## src/rtl/pipe_ctrl_pkg.sv

```systemverilog
// rtl/pipe_ctrl_pkg.sv - shared encodings for the pipeline hazard controller
package pipe_ctrl_pkg;

   // Controller FSM states; values are visible on state_o for debug.
   typedef enum logic [1:0] {
      ST_RUN       = 2'd0,
      ST_FLUSH     = 2'd1,
      ST_MULT_WAIT = 2'd2
   } state_t;

   // Default register-index width of the MIPS register file.
   localparam int REG_W_DEF = 5;

   // Encoding of the bubble written into IF/ID on a flush (sll $0,$0,0).
   localparam logic [31:0] NOP_INSN = 32'h0000_0000;

endpackage

```

## src/rtl/sat_counter.sv

```systemverilog
// rtl/sat_counter.sv - saturating up counter with synchronous clear
module sat_counter #(
   parameter int W = 16
) (
   input  logic         clk,
   input  logic         rst_n,
   input  logic         clr,
   input  logic         inc,
   output logic [W-1:0] cnt
);

   // Clear beats increment; increment sticks at all-ones.
   always_ff @(posedge clk or negedge rst_n) begin
      if (!rst_n) begin
         cnt <= '0;
      end else if (clr) begin
         cnt <= '0;
      end else if (inc && (cnt != {W{1'b1}})) begin
         cnt <= cnt + 1'b1;
      end
   end

endmodule

```

## src/rtl/pipeline_hazard_ctrl.sv

```systemverilog
// rtl/pipeline_hazard_ctrl.sv - stall/flush sequencer for the 5-stage pipeline
module pipeline_hazard_ctrl
   import pipe_ctrl_pkg::*;
#(
   parameter int REG_W        = REG_W_DEF,
   parameter int FLUSH_CYCLES = 1,
   parameter int MULT_LATENCY = 4,
   parameter int CNT_W        = 16
) (
   input  logic             clk,
   input  logic             rst_n,
   input  logic [REG_W-1:0] id_rs,
   input  logic [REG_W-1:0] id_rt,
   input  logic             id_uses_rt,
   input  logic [REG_W-1:0] ex_rt,
   input  logic             ex_mem_read,
   input  logic             branch_taken,
   input  logic             mult_start,
   input  logic             dmem_busy,
   input  logic             stall_cnt_clr,
   output logic             pc_write,
   output logic             ifid_write,
   output logic             ifid_flush,
   output logic             idex_write,
   output logic             idex_flush,
   output logic             exmem_write,
   output logic             exmem_flush,
   output logic [1:0]       state_o,
   output logic [CNT_W-1:0] stall_cnt
);

   localparam logic [2:0] FLUSH_RELOAD = 3'(FLUSH_CYCLES - 2);
   localparam logic [2:0] MULT_RELOAD  = 3'(MULT_LATENCY - 2);
   localparam bit         FLUSH_MULTI  = (FLUSH_CYCLES > 1);
   localparam bit         MULT_STALLS  = (MULT_LATENCY >= 2);

   state_t     state, state_nxt;
   logic [2:0] cnt, cnt_nxt;
   logic       load_use;

   // Load in EX writes a register the ID instruction is about to read ($0 never hazards).
   always_comb begin
      load_use = ex_mem_read && (ex_rt != '0) &&
                 ((ex_rt == id_rs) || (id_uses_rt && (ex_rt == id_rt)));
   end

   // State and sub-cycle counter registers.
   always_ff @(posedge clk or negedge rst_n) begin
      if (!rst_n) begin
         state <= ST_RUN;
         cnt   <= '0;
      end else begin
         state <= state_nxt;
         cnt   <= cnt_nxt;
      end
   end

   // Next-state and same-cycle pipeline controls; dmem_busy freezes everything.
   always_comb begin
      state_nxt   = state;
      cnt_nxt     = cnt;
      pc_write    = 1'b1;
      ifid_write  = 1'b1;
      ifid_flush  = 1'b0;
      idex_write  = 1'b1;
      idex_flush  = 1'b0;
      exmem_write = 1'b1;
      exmem_flush = 1'b0;

      if (!rst_n) begin
         pc_write    = 1'b0;
         ifid_write  = 1'b0;
         ifid_flush  = 1'b1;
         idex_write  = 1'b0;
         idex_flush  = 1'b1;
         exmem_write = 1'b0;
      end else if (dmem_busy) begin
         pc_write    = 1'b0;
         ifid_write  = 1'b0;
         idex_write  = 1'b0;
         exmem_write = 1'b0;
      end else begin
         case (state)
            ST_RUN: begin
               if (load_use) begin
                  pc_write   = 1'b0;
                  ifid_write = 1'b0;
                  idex_flush = 1'b1;
               end else if (branch_taken) begin
                  ifid_flush = 1'b1;
                  if (FLUSH_MULTI) begin
                     state_nxt = ST_FLUSH;
                     cnt_nxt   = FLUSH_RELOAD;
                  end
               end else if (mult_start && MULT_STALLS) begin
                  pc_write    = 1'b0;
                  ifid_write  = 1'b0;
                  idex_write  = 1'b0;
                  exmem_flush = 1'b1;
                  state_nxt   = ST_MULT_WAIT;
                  cnt_nxt     = MULT_RELOAD;
               end
            end
            ST_FLUSH: begin
               ifid_flush = 1'b1;
               if (cnt == 3'd0) begin
                  state_nxt = ST_RUN;
               end else begin
                  cnt_nxt = cnt - 3'd1;
               end
            end
            ST_MULT_WAIT: begin
               if (cnt != 3'd0) begin
                  pc_write    = 1'b0;
                  ifid_write  = 1'b0;
                  idex_write  = 1'b0;
                  exmem_flush = 1'b1;
                  cnt_nxt     = cnt - 3'd1;
               end else begin
                  state_nxt = ST_RUN;
               end
            end
            default: begin
               state_nxt = ST_RUN;
               cnt_nxt   = '0;
            end
         endcase
      end
   end

   // Debug view of the FSM.
   always_comb begin
      state_o = state;
   end

   sat_counter #(
      .W (CNT_W)
   ) u_stall_cnt (
      .clk   (clk),
      .rst_n (rst_n),
      .clr   (stall_cnt_clr),
      .inc   (!pc_write),
      .cnt   (stall_cnt)
   );

endmodule

```

## config.mk

```make
export PLATFORM = sky130hd
export DESIGN_NAME = pipeline_hazard_ctrl
export DESIGN_NICKNAME = d
export VERILOG_FILES = /design/src/rtl/pipe_ctrl_pkg.sv /design/src/rtl/sat_counter.sv /design/src/rtl/pipeline_hazard_ctrl.sv
export SDC_FILE = /design/constraint.sdc
export NUM_CORES = 1
export LEC_CHECK = 0
export CAP_MARGIN = 20
export CORE_MARGIN = 5
export CORE_UTILIZATION = 45
export DETAILED_ROUTE_END_ITERATION = 10
export PLACE_DENSITY = 0.8
export SLEW_MARGIN = 25
export SYNTH_ARGS = -nofsm -noshare
export SYNTH_HDL_FRONTEND = slang
export SYNTH_SLANG_ARGS = --single-unit
```

## constraint.sdc

```tcl
create_clock -name clk -period 2.3 [get_ports clk]
set_input_delay 0.345 -clock clk [delete_from_list [all_inputs] [get_ports clk]]
set_output_delay 0.345 -clock clk [all_outputs]
set_load 0.005 [all_outputs]
```

==> impl_summary.md <==
STA
The clock skew after layout is 0.966 ps. Setup repair after global routing could not meet its margin everywhere. The total count of hold-check failures in the final report is 0.

The number of pins exceeding their max-slew limit in the final report is 0. At the pin with the least slew margin, the transition time is around 580 ps. The worst path uses 97.5% of the clock period. Subtracting the final worst setup slack from the clock period gives about 2200 ps. The relative slew slack is 61.2%.

Setup slack closes at 57.2 ps. The final number of setup-violating endpoints is 0. In the final timing run, aggregate negative setup slack is 0 ps. The top achievable clock speed is 446 MHz.

Routing
Wires add up to 3910 um. The number of vias in the routed layout is approximately 1300. For this run, the detailed router's first-pass iteration total came to 4. The final routed DRC violation total is 0.

The detailed-route vias per instance is 5.38. Once detail routing completed, the nets flagged for antenna violations numbered 0. The detailed router finished its first iteration with 71 violations.

The average detailed-routed wire length per instance is 16.6 um.

Critical path
In this run the register-to-register setup slack is 90 ps. The data required time of the worst path is about 2500 ps. The worst register-to-register path has a depth of 7. The most critical setup path has its startpoint at id_rs[3]. The critical path capture point is u_stall_cnt.cnt[12]$_DFFE_PN0P_. The critical path is of the input pin to flop type. The worst register-to-register path begins at u_stall_cnt.cnt[5]$_DFFE_PN0P_. At the worst endpoint, the arrival time is 2440 ps. Counting buffers and inverters, the worst setup path is 9 cells deep. The reg-to-reg critical path endpoint is u_stall_cnt.cnt[12]$_DFFE_PN0P_. The worst setup path is launched from an input pin. The endpoint type of the worst setup path is a flop. The signal on the critical path passes through clkdlybuf4s50_1 > xor2_1 > nor3_2 > a32oi_2 > buf_4 > o31a_4 > nor3b_2 > and3_1 > mux2_4.

On the critical path, the stage with the largest delay is an instance of sky130_fd_sc_hd__clkdlybuf4s50_1. In this design, the largest share of critical-path delay is due to simple AND/OR/NAND/NOR gates. In this run the worst path has a maximum fanout of 6. The number of buffer and inverter instances along the worst setup path is 2.

On the worst path, the slowest cell contributes a delay of 410 ps.

Final layout
The post-layout net count is 231. In the final layout, the multi-input gates occupy 861 um^2. The fraction of layout cells with a size suffix above 1 is 28.4%. After filler insertion, the fill cell instance count of the layout stands at roughly 190. Across the whole layout, storage elements account for between 500 and 600 um^2. The final core utilization is 72.8%. The diode insertion count for antenna repair is 0. The area growth from synthesis to layout is 51.9%.

Placement
At the placement stage, the worst setup path has a slack of -586 ps. Detailed placement ended at an HPWL of 2750 um. The number of I/O port buffers is 46. The final RePlAce weighted congestion is 0.787.

Die
The chip width is about 65 um. The floorplan has 19 rows. For this design the top-level I/O count stands at 48. The area enclosed by the die boundary is 4180 um^2. The core footprint is 2810 um^2. Once the floorplan was initialized, standard cells occupied 47.9% of the core. The die is 64.7 um tall.

Power and ir drop
The power density over the cells is 439 nW/um^2. Across the VDD grid, the largest voltage drop is around 500 uV. For this design the static power due to leakage is 0.897 nW.

Synthesis
sky130_fd_sc_hd__dfrtp_1 takes more of the synthesized area than any other cell. The commonest cells after synthesis are sky130_fd_sc_hd__dfrtp_1, sky130_fd_sc_hd__nor2_1, sky130_fd_sc_hd__xnor2_1. Averaged over all synthesized cells, the footprint is 9.61 um^2.

Counting distinct cell types in the post-synthesis netlist gives 39. The number of flip-flops and latches in the synthesized netlist is 20. Of the synthesized area, sequential elements account for 37.2%. After synthesis the cells add up to 1350 um^2. By instance count, the leading cell after synthesis is sky130_fd_sc_hd__dfrtp_1. Yosys attributes the largest share of cell area to sky130_fd_sc_hd__dfrtp_1, sky130_fd_sc_hd__xnor2_1, sky130_fd_sc_hd__xor2_1, sky130_fd_sc_hd__nor2_1, sky130_fd_sc_hd__nor4_4. The number of instances in the synthesized netlist is 140. Yosys mapped a number of flops with a built-in enable equal to 0. The warning count from the yosys run is 0. Of all flip-flops after synthesis, the portion carrying an async set or reset was 100%. The number of nets handed over by synthesis was 166. The synthesized design devotes to its leading area cell type 37.2% of total area. For this run, the leading register cell type out of synthesis is sky130_fd_sc_hd__dfrtp_1.

Min path
The type of the tightest min-delay check is input pin to async pin.

Clock tree
The number of buffers created by CTS is 3. In this run the number of H-tree levels came out at 1. The later pin in the worst-skew pair is clocked with a latency of 300 ps.

The clock slew seen by the registers of the worst setup and hold paths is 110 ps. The clock passes through at most 2 buffers. CTS placed an instance of sky130_fd_sc_hd__clkbuf_4 at the clock tree root. TritonCTS built the clock tree. Counting every sink on the clock net gives 20. The cts-stage hold buffer count is 0.

GRT
The pin count of the biggest net entering global routing is 23. After global routing the overflow that remains totals 0. The global-route total usage across every layer is around a fifth.

The global-route wire length before repair is 6410 um. The via count of the first global-routing pass is ~1400. The number of antenna violations at the first check in global routing came to 0.

Run
The max capacitance violation total is 0.

Status
The flow ran to the end, and the final reports show no timing, DRC or antenna violations.
how the worst min path moves through the flow:
stage | start | endpoint | depth (start not counted) | slack, ps
6_report | rst_n | cnt[1]$_DFFE_PN0P_ | 2 | 430
5_1_grt | rst_n | cnt[1]$_DFFE_PN0P_ | 2 | 440
4_1_cts | rst_n | u_stall_cnt.cnt[7]$_DFFE_PN0P_ | 2 | 420
3_5_place_dp | cnt[1]$_DFFE_PN0P_ | cnt[1]$_DFFE_PN0P_ | 1 | 490
3_3_place_gp | cnt[1]$_DFFE_PN0P_ | cnt[1]$_DFFE_PN0P_ | 1 | 480
2_1_floorplan | rst_n | cnt[0]$_DFFE_PN0P_ | 0 | 50
metrics by stage:
stage	hold WS, ps	std cells	area, um^2	total power, W
2_1_floorplan	49.4	140	1350	0.000545
3_5_place_dp	485	229	1940	0.000689
5_1_grt	442	235	2040	0.000952
4_1_cts	417	235	2020	0.000899
6_report	430	235	2040	0.000898
3_3_place_gp	479	229	1940	0.000673
timing repair:
item                       in CTS  in global routing
pin swaps                       6                  6
setup endpoints to repair      21                 21
setup buffers                   2                  0
resized for setup              43                 15
per-layer routing:
layer  GRT usage [%]  vias up  share of wire [%]
met1            21.0      625                 41
met3            5.01        2                3.6
met2            37.6       28                 54
li1                -      610                  -
met5               0        -                  0
met4            2.64        0               0.54
registers in the layout, indices dropped and copies added (netlist names):
name,cells
state_o,1
u_stall_cnt.cnt,16
cnt,3
cell usage in the layout, fill, tap and decap left out, drive strengths merged, types with 4 or more instances in the layout:
| cell type | instances |
|---|---|
| clkdlybuf4s50 | 31 |
| buf | 28 |
| dfrtp | 20 |
| nor2 | 18 |
| xnor2 | 15 |
| xor2 | 9 |
| nand2 | 9 |
| and3 | 7 |
| clkbuf | 7 |
| nand3 | 5 |
| nor3 | 5 |
| nor4b | 5 |
| inv | 4 |
| nor3b | 4 |
where the power goes:
| part | internal, W | switching (W) |
|---|---|---|
| clock network | 0.0000966 | 0.000109 |
| logic | 0.000143 | 0.000138 |
| registers | 0.000384 | 0.0000274 |
| total | 0.000623 | 0.000275 |
worst reg2reg max path: cells and delay by family (launching register included):
family,cells,cell delay [ps]
DFF,1,430
and+or+nand+nor,6,1380
muxes,1,300
cell families after synthesis:
family                     synth area share (%)
buffers and inverters                      4.84
muxes                                      1.58
AOI/OAI and AO/OA                          7.44
DFF                                        37.2
xor gates and xnor gates                   15.6
and+or+nand+nor                            30.2
adders and majority gates                  2.79
other                                     0.279
layout make-up:
cell class                 instances  area share, %
clock buffer                       4           1.78
inverter                           4          0.735
multi-input combinational        108           42.1
sequential                        20           24.5
tap                               31           1.90
timing repair buffer              68           29.0
(Power assumes the default switching activity.)
